[src/rtl/mem_bus_bridge.sv]
// mem_bus_bridge: bridges pipeline MEM-stage loads/stores onto a word bus with lane steering, sign extension and timeout.
// Ports:
//   clk, rst (sync, active low)
//   MEM side : req_valid/req_write/req_addr/req_wdata/req_size/req_unsigned in; req_ready, stall out
//   response : resp_valid, resp_rdata, resp_err out
//   bus side : bus_valid/bus_write/bus_addr/bus_wdata/bus_wstrb out; bus_ready, bus_rvalid, bus_rdata in
module mem_bus_bridge #(
  parameter int XLEN    = 32,
  parameter int TIMEOUT = 16
) (
  input  logic            clk,
  input  logic            rst,
  input  logic            req_valid,
  input  logic            req_write,
  input  logic [XLEN-1:0] req_addr,
  input  logic [XLEN-1:0] req_wdata,
  input  logic [1:0]      req_size,
  input  logic            req_unsigned,
  output logic            req_ready,
  output logic            stall,
  output logic            resp_valid,
  output logic [XLEN-1:0] resp_rdata,
  output logic            resp_err,
  output logic            bus_valid,
  output logic            bus_write,
  output logic [XLEN-1:0] bus_addr,
  output logic [XLEN-1:0] bus_wdata,
  output logic [3:0]      bus_wstrb,
  input  logic            bus_ready,
  input  logic            bus_rvalid,
  input  logic [XLEN-1:0] bus_rdata
);
  typedef enum logic [1:0] {IDLE, REQ, RDATA, RESP} state_t;
  state_t r_state, w_next;
  logic [XLEN-1:0] r_addr, r_wdata, r_rdata, w_wdata, w_shift, w_ext;
  logic [1:0]      r_size;
  logic [3:0]      r_wstrb, w_wstrb;
  logic [7:0]      r_cnt;
  logic            r_write, r_unsigned, r_err;
  logic            w_bad, w_hs, w_tmo, w_expire;
  always_comb begin
    w_hs    = r_state == IDLE && req_valid;
    w_bad   = req_size == 2'd3 || (req_size == 2'd1 && req_addr[0]) || (req_size == 2'd2 && req_addr[1:0] != 2'd0);
    w_wstrb = !req_write ? 4'b0000 :
              req_size == 2'd0 ? 4'b0001 << req_addr[1:0] :
              req_size == 2'd1 ? (req_addr[1] ? 4'b1100 : 4'b0011) :
              req_size == 2'd2 ? 4'b1111 : 4'b0000;
    w_wdata = req_size == 2'd0 ? {(XLEN/8){req_wdata[7:0]}} :
              req_size == 2'd1 ? {(XLEN/16){req_wdata[15:0]}} : req_wdata;
    // Only aligned accesses reach RDATA, so a byte-granular shift also serves halves and words.
    w_shift = bus_rdata >> {r_addr[1:0], 3'b000};
    w_ext   = r_size == 2'd0 ? {{(XLEN-8){~r_unsigned & w_shift[7]}}, w_shift[7:0]} :
              r_size == 2'd1 ? {{(XLEN-16){~r_unsigned & w_shift[15]}}, w_shift[15:0]} : bus_rdata;
    // >= rather than == so a load that reaches RDATA on the last count still times out.
    w_tmo    = r_cnt >= 8'(TIMEOUT - 1);
    // Timeout only fires when the current phase is not completing this cycle.
    w_expire = w_tmo && ((r_state == REQ && !bus_ready) || (r_state == RDATA && !bus_rvalid));
  end
  always_comb begin
    w_next = r_state;
    case (r_state)
      IDLE:    w_next = req_valid ? (w_bad ? RESP : REQ) : IDLE;
      REQ:     w_next = bus_ready ? (r_write ? RESP : RDATA) : (w_expire ? RESP : REQ);
      RDATA:   w_next = (bus_rvalid || w_expire) ? RESP : RDATA;
      default: w_next = IDLE;
    endcase
  end
  always_ff @(posedge clk) begin
    if (!rst) begin
      r_state    <= IDLE;
      r_addr     <= '0;
      r_wdata    <= '0;
      r_rdata    <= '0;
      r_size     <= '0;
      r_wstrb    <= '0;
      r_cnt      <= '0;
      r_write    <= 1'b0;
      r_unsigned <= 1'b0;
      r_err      <= 1'b0;
    end else begin
      r_state <= w_next;
      if (w_hs) begin
        r_addr     <= req_addr;
        r_wdata    <= w_wdata;
        r_size     <= req_size;
        r_wstrb    <= w_wstrb;
        r_write    <= req_write;
        r_unsigned <= req_unsigned;
        r_err      <= w_bad;
        r_rdata    <= '0;
        r_cnt      <= '0;
      end
      if (r_state == REQ || r_state == RDATA) r_cnt <= r_cnt + 8'd1;
      if (r_state == RDATA && bus_rvalid) r_rdata <= w_ext;
      if (w_expire) r_err <= 1'b1;
    end
  end
  assign req_ready  = r_state == IDLE;
  assign stall      = r_state != IDLE || req_valid;
  assign resp_valid = r_state == RESP;
  assign resp_err   = resp_valid && r_err;
  assign resp_rdata = resp_valid ? r_rdata : '0;
  assign bus_valid  = r_state == REQ;
  assign bus_write  = r_write;
  assign bus_addr   = {r_addr[XLEN-1:2], 2'b00};
  assign bus_wdata  = r_wdata;
  assign bus_wstrb  = r_wstrb;
endmodule

[config.mk]
export PLATFORM = sky130hd
export DESIGN_NAME = mem_bus_bridge
export DESIGN_NICKNAME = d
export VERILOG_FILES = /design/src/rtl/mem_bus_bridge.sv
export SDC_FILE = /design/constraint.sdc
export NUM_CORES = 1
export LEC_CHECK = 0
export CAP_MARGIN = 20
export CORE_ASPECT_RATIO = 0.7
export CORE_MARGIN = 2
export CORE_UTILIZATION = 40
export CTS_CLUSTER_SIZE = 8
export DETAILED_ROUTE_END_ITERATION = 8
export PLACE_DENSITY_LB_ADDON = 0.3
export SETUP_SLACK_MARGIN = 0.3
export SLEW_MARGIN = 20
export SYNTH_ARGS = -nofsm -noshare
export SYNTH_HDL_FRONTEND = slang
export SYNTH_SLANG_ARGS = --single-unit
[constraint.sdc]
create_clock -name clk -period 1.5 [get_ports clk]
set_input_delay 0.225 -clock clk [delete_from_list [all_inputs] [get_ports clk]]
set_output_delay 0.225 -clock clk [all_outputs]
set_load 0.005 [all_outputs]
After elaboration in Yosys (flattened, before gate mapping)
Index checks and enable logic that the tools add are counted.
W data, S select, Z words.
Cells by class
  add/subtract/negate cells: 1
  order comparisons: 1
  equality and inequality tests: 7
  shifts and indexed selects: 2
  mux-type cells: 23
  bitwise logic cells: 3
  reductions and logical operators: 24
Operator list (number)
  $mux W32: 7
  $shr A32 B5 Y16: 1
  $mux W4: 5
  $mux W8: 2
  $reduce_bool A2 Y1: 5
  $add A8 B1 Y8 const B: 1
  $eq A2 B2 Y1 const B: 4
  $ge A8 B4 Y1 const B: 1
  $logic_and A1 B1 Y1: 8
  $mux W2: 4
  $eq A2 B1 Y1 const B: 3
  $logic_not A2 Y1: 3
  $logic_or A1 B1 Y1: 6
  $pmux W2 S3: 1
  $mux W1: 4
  $shl A1 B2 Y4 const A: 1
  $and A1 B1 Y1: 2
  $logic_not A1 Y1: 2
  $not A1 Y1: 1
Storage, ports and cells
  bits in registers: 115
  bits of input ports: 105
  output and inout port bits: 106
  logic and storage cells: 71

Longest topological paths before layout
  depth in word-level cells: 7
  gate-level depth with buffers: 8
  gate-level depth less buffers: 6

Least setup slack after synthesis
OpenSTA, ideal clock, no wires.
  path type: flip-flop to flip-flop
  start point: reg r_state[0]
  end point: reg r_rdata[16]
  library setup time: 0.122 ns
  data arrival time: 1.608 ns
  required time: 1.378 ns
  path slack: -0.230 ns
  cell stages (with the launch flop): 8
  path buffers: 2
  clock period less this slack: 1.730 ns
  cell sequence: dfxtp_1 inv_1 ha_1 nand2_1 and3_1 clkbuf_1 clkbuf_1 a221o_1
On the way
  longest elaborated chain between the ends: 3
  elaborated cells between the ends (all ways): 6
  those cells by class: eq/ne (1); mux (1); reduce/logical (4)
Ends and longest elaborated chain
  start: declaration: RTL line 34  | state_t r_state, w_next;
  start signal: assignment: RTL line 81  | r_state <= w_next;
  $logic_not A2 Y1
  net req_ready: RTL line 19  | output logic req_ready,
  $logic_and A1 B1 Y1: RTL line 42  | w_hs = r_state == IDLE && req_valid;
  $reduce_bool A2 Y1 (no line)
  end signal: assignment: RTL line 94  | if (r_state == RDATA && bus_rvalid) r_rdata <= w_ext;
  end: declaration: RTL line 35  | logic [XLEN-1:0] r_addr, r_wdata, r_rdata, w_wdata, w_shift, w_ext;
The timed path passes the listed nets, and every way through them passes these cells.
A chain may end at the register's enable or synchronous reset.

Worst setup path in the final report
  start point: reg r_state[0]
  end point: reg r_addr[2]
On the way
  longest elaborated chain between the ends: 2
Ends and longest elaborated chain
  $logic_not A2 Y1: RTL line 42
  $logic_and A1 B1 Y1: RTL line 42
  end signal: assignment: RTL line 83  | r_addr <= req_addr;
  end: declaration: RTL line 35
Every way passes these cells.

==> out/qor.txt <==
CTS tree -> yes
Synth Cell Area -> 5470 sq um
Failing checks -> negative setup slack
Final period util -> 121%
Post-layout min period -> 1.81 ns
Lkg Pwr -> 4.06 nW
Final core occ -> 74.8%
Global-route wire length before repair -> 32200 microns
CTS buffer count -> 17
Synthesized instance count -> 679
CP Data Required Time -> 1.83 ns
Clk_lat worst skew -> 0.41 ns
Fmax -> 551 MHz
Row count -> 35
RR Startpoint -> r_state[0]$_SDFF_PN0_
Vias per std cell -> 5.39
Via count -> 6176
Setup crit start -> r_state[0]$_SDFF_PN0_
Setup WS post-layout -> -0.313 ns
Synthesis-to-layout area growth -> 81.5%
Buffers added on ports -> 208
Vias in the first global route -> 6170
H-tree levels -> 4
Total track usage -> 28.6%
Initial DRC count -> 451
Largest net degree at the start of global routing -> 54
RSZ-0062 raised after global routing -> yes
Primary FF master, synth -> dfxtp_1
Sequential fraction of the synthesis area -> 42.1%
Antenna viol nets, final -> 0
GPL Wtd Cong -> 0.842
Warnings, synthesis -> 0
Number of enable flip-flop cells after synthesis -> 0
CTS clock-pin slew for the worst setup and hold paths -> 0.06 ns
R2r setup slk -> -0.31 ns
CTS sink cnt -> 115
Number of distinct library cells after synthesis -> 50
Worst setup EP type -> flip-flop
Max VDD drop -> 0.000807 V
Chip Width -> 144 microns
Initial Util -> 41.2%
Register area -> 2350 sq um
R2R cell count -> 12
Grt total ovfl -> 0
ANT cells -> 0
Area of the core -> 13300 sq um
Setup violators final -> 152
Die area -> 14600 sq um
Post-route DRC -> 0
Pwr dens -> 1090 nW/um^2
Area occupied by multi-input gates -> 3160 sq um
Ports -> 211
CTS root buffer -> clkbuf_16
Longest Clk Path Bufs -> 2
Total negative slack -> -33.10 ns
Mapped Avg Cell Area -> 8.06 sq um
Slew Viols, Final -> 0
Final design area excluding fillers -> 9930 sq um
1st-pass router iterations -> 6
Area after DPL -> 8030 sq um
Final hold violations -> 0
Reg-to-Reg End -> r_addr[2]$_SDFFE_PN0P_
Critical-path maximum fanout -> 11
Status -> complete, but fails checks
Setup Skew -> 0.0179 ns
Hold WC Path Type -> in -> reg
CP Launch Type -> flip-flop
Crit Path Category -> reg -> reg
Layout cells sized above 1 -> 41.3%
WL final -> 22000 microns
Synth Register Bits -> 115
DP HPWL -> 13200 microns
Post-detailed-route wirelength per cell -> 19.2 microns
CP arrival -> 2.14 ns
Die span in y -> 102 microns
Initial antenna violation count -> 0
# nets final -> 1059
Fillcell total -> 894
Max-capacitance violation count -> 0
Synth async-reset ratio -> 0%
Worst setup endpoint -> r_addr[2]$_SDFFE_PN0P_
metal layers:
layer  up-vias  global-route usage (%)  wire length [microns]
met2       312                    47.4                  10600
met1      2965                    36.5                   9220
met3        33                    7.78                   1840
met5         -                       0                      0
met4         0                    9.20                    365
li1       2866                       -                      -
report_power, final:
group          total (mW)  switching [mW]  internal, mW
sequential           3.51           0.176          3.33
clock                4.12            1.44          2.68
combinational        3.18            1.42          1.75
total                10.8            3.04          7.76
what timing repair did:
| action | in CTS | in global routing |
|---|---|---|
| endpoints found under the setup margin | 219 | 198 |
| gates resized for setup | 466 | 109 |
| cloned | 14 | 4 |
| hold buffers | 0 | 0 |
| pin swaps | 60 | 29 |
| buffers inserted | 32 | 8 |
cells by family (layout without fill, tap and decap cells):
| group | Yosys count | count (layout) | synth area share [%] |
|---|---|---|---|
| simple gates | 254 | 255 | 20.8 |
| compound gates | 186 | 186 | 21.9 |
| flops | 115 | 115 | 42.1 |
| buf+inv | 91 | 371 | 8.85 |
| mux | 27 | 27 | 5.15 |
| fa+ha+maj | 5 | 5 | 1.14 |
| other cells | 1 | 2 | 0.0686 |
layout make-up:
type / count / area share, %
flip-flops and latches: 115 / 23.7
multi-input cells: 475 / 31.9
clock buffers: 21 / 4.64
repair buffers: 330 / 35.7
inverters: 10 / 0.479
well taps: 185 / 2.33
clock inverters: 10 / 1.34
worst max-delay path, stage by stage (launching register included):
cell,delay [ns]
dfxtp_4,0.36
buf_4,0.13
inv_4,0.04
buf_6,0.11
ha_4,0.16
buf_6,0.12
nand2_4,0.06
buf_6,0.13
buf_12,0.13
buf_12,0.10
buf_16,0.13
nand2_1,0.07
a21oi_1,0.17
sequential cells by signal, indices dropped and copies added (netlist names):
signal and flops:
bus_wdata 32, bus_write 1, bus_wstrb 4, r_addr 32
r_cnt 8, r_err 1, r_rdata 32, r_size 2
r_state 2, r_unsigned 1
through the flow:
step	cells	worst slack, ns	power, mW	hold WS (ns)
2_1_floorplan	680	-0.0969	4.71	0.360
3_3_place_gp	1057	-0.371	5.69	0.426
3_5_place_dp	1057	-0.472	5.76	0.435
4_1_cts	1134	-0.299	10.5	0.350
5_1_grt	1146	-0.387	11.2	0.363
6_report	1146	-0.313	10.8	0.365
cell usage after synthesis (2+ instances only):
cell	count	area, sq um
and3b_1	2	17.5
a21oi_1	77	385
nor2_1	28	105
a22oi_1	2	15.0
buf_2	3	15.0
a41oi_1	2	17.5
dfxtp_1	115	2300
buf_4	33	248
nand2_1	152	571
mux2_4	2	30.0
buf_6	2	22.5
nand3b_1	2	15.0
ha_1	5	62.6
buf_1	3	11.3
nand3_1	7	35.0
o21ai_0	44	220
nor2b_1	8	50.1
mux2i_1	24	240
nand2b_1	10	62.6
a22o_1	2	17.5
inv_1	9	33.8
a221o_1	17	170
o221ai_1	2	17.5
clkbuf_1	40	150
a311oi_1	8	70.1
a211oi_1	11	82.6
and3_1	2	12.5
o21ai_1	5	25.0
nor3_1	4	20.0
and2_1	34	213
o2bb2ai_1	5	43.8
layout by cell type (no fill, tap or decap), drive strengths merged, types with 2 or more instances in the layout:
cell / instances
o221ai: 2
nand3b: 2
inv: 10
clkdlybuf4s15: 28
a22o: 2
nand2: 152
nor2: 28
a211oi: 11
nor2b: 8
bufinv: 3
nor3: 4
and3b: 2
clkinv: 4
o2bb2ai: 5
a41oi: 2
o21ai: 49
dfxtp: 115
a221o: 17
conb: 2
clkbuf: 51
ha: 5
and3: 2
nand2b: 10
a21oi: 77
a311oi: 8
a22oi: 3
clkinvlp: 3
mux2: 3
clkdlybuf4s50: 104
and2: 35
buf: 166
mux2i: 24
nand3: 7
worst min path at each step:
| stage | startpoint | end | cells past startpoint |
|---|---|---|---|
| 2_1_floorplan | req_addr[1] | r_addr[1]$_SDFFE_PN0P_ | 2 |
| 3_3_place_gp | r_rdata[7]$_SDFFE_PN0P_ | r_rdata[7]$_SDFFE_PN0P_ | 2 |
| 3_5_place_dp | r_rdata[6]$_SDFFE_PN0P_ | r_rdata[6]$_SDFFE_PN0P_ | 2 |
| 4_1_cts | req_addr[2] | r_addr[2]$_SDFFE_PN0P_ | 3 |
| 5_1_grt | req_addr[3] | r_addr[3]$_SDFFE_PN0P_ | 3 |
| 6_report | req_addr[3] | r_addr[3]$_SDFFE_PN0P_ | 3 |
Power figures use the tool's default switching activity.
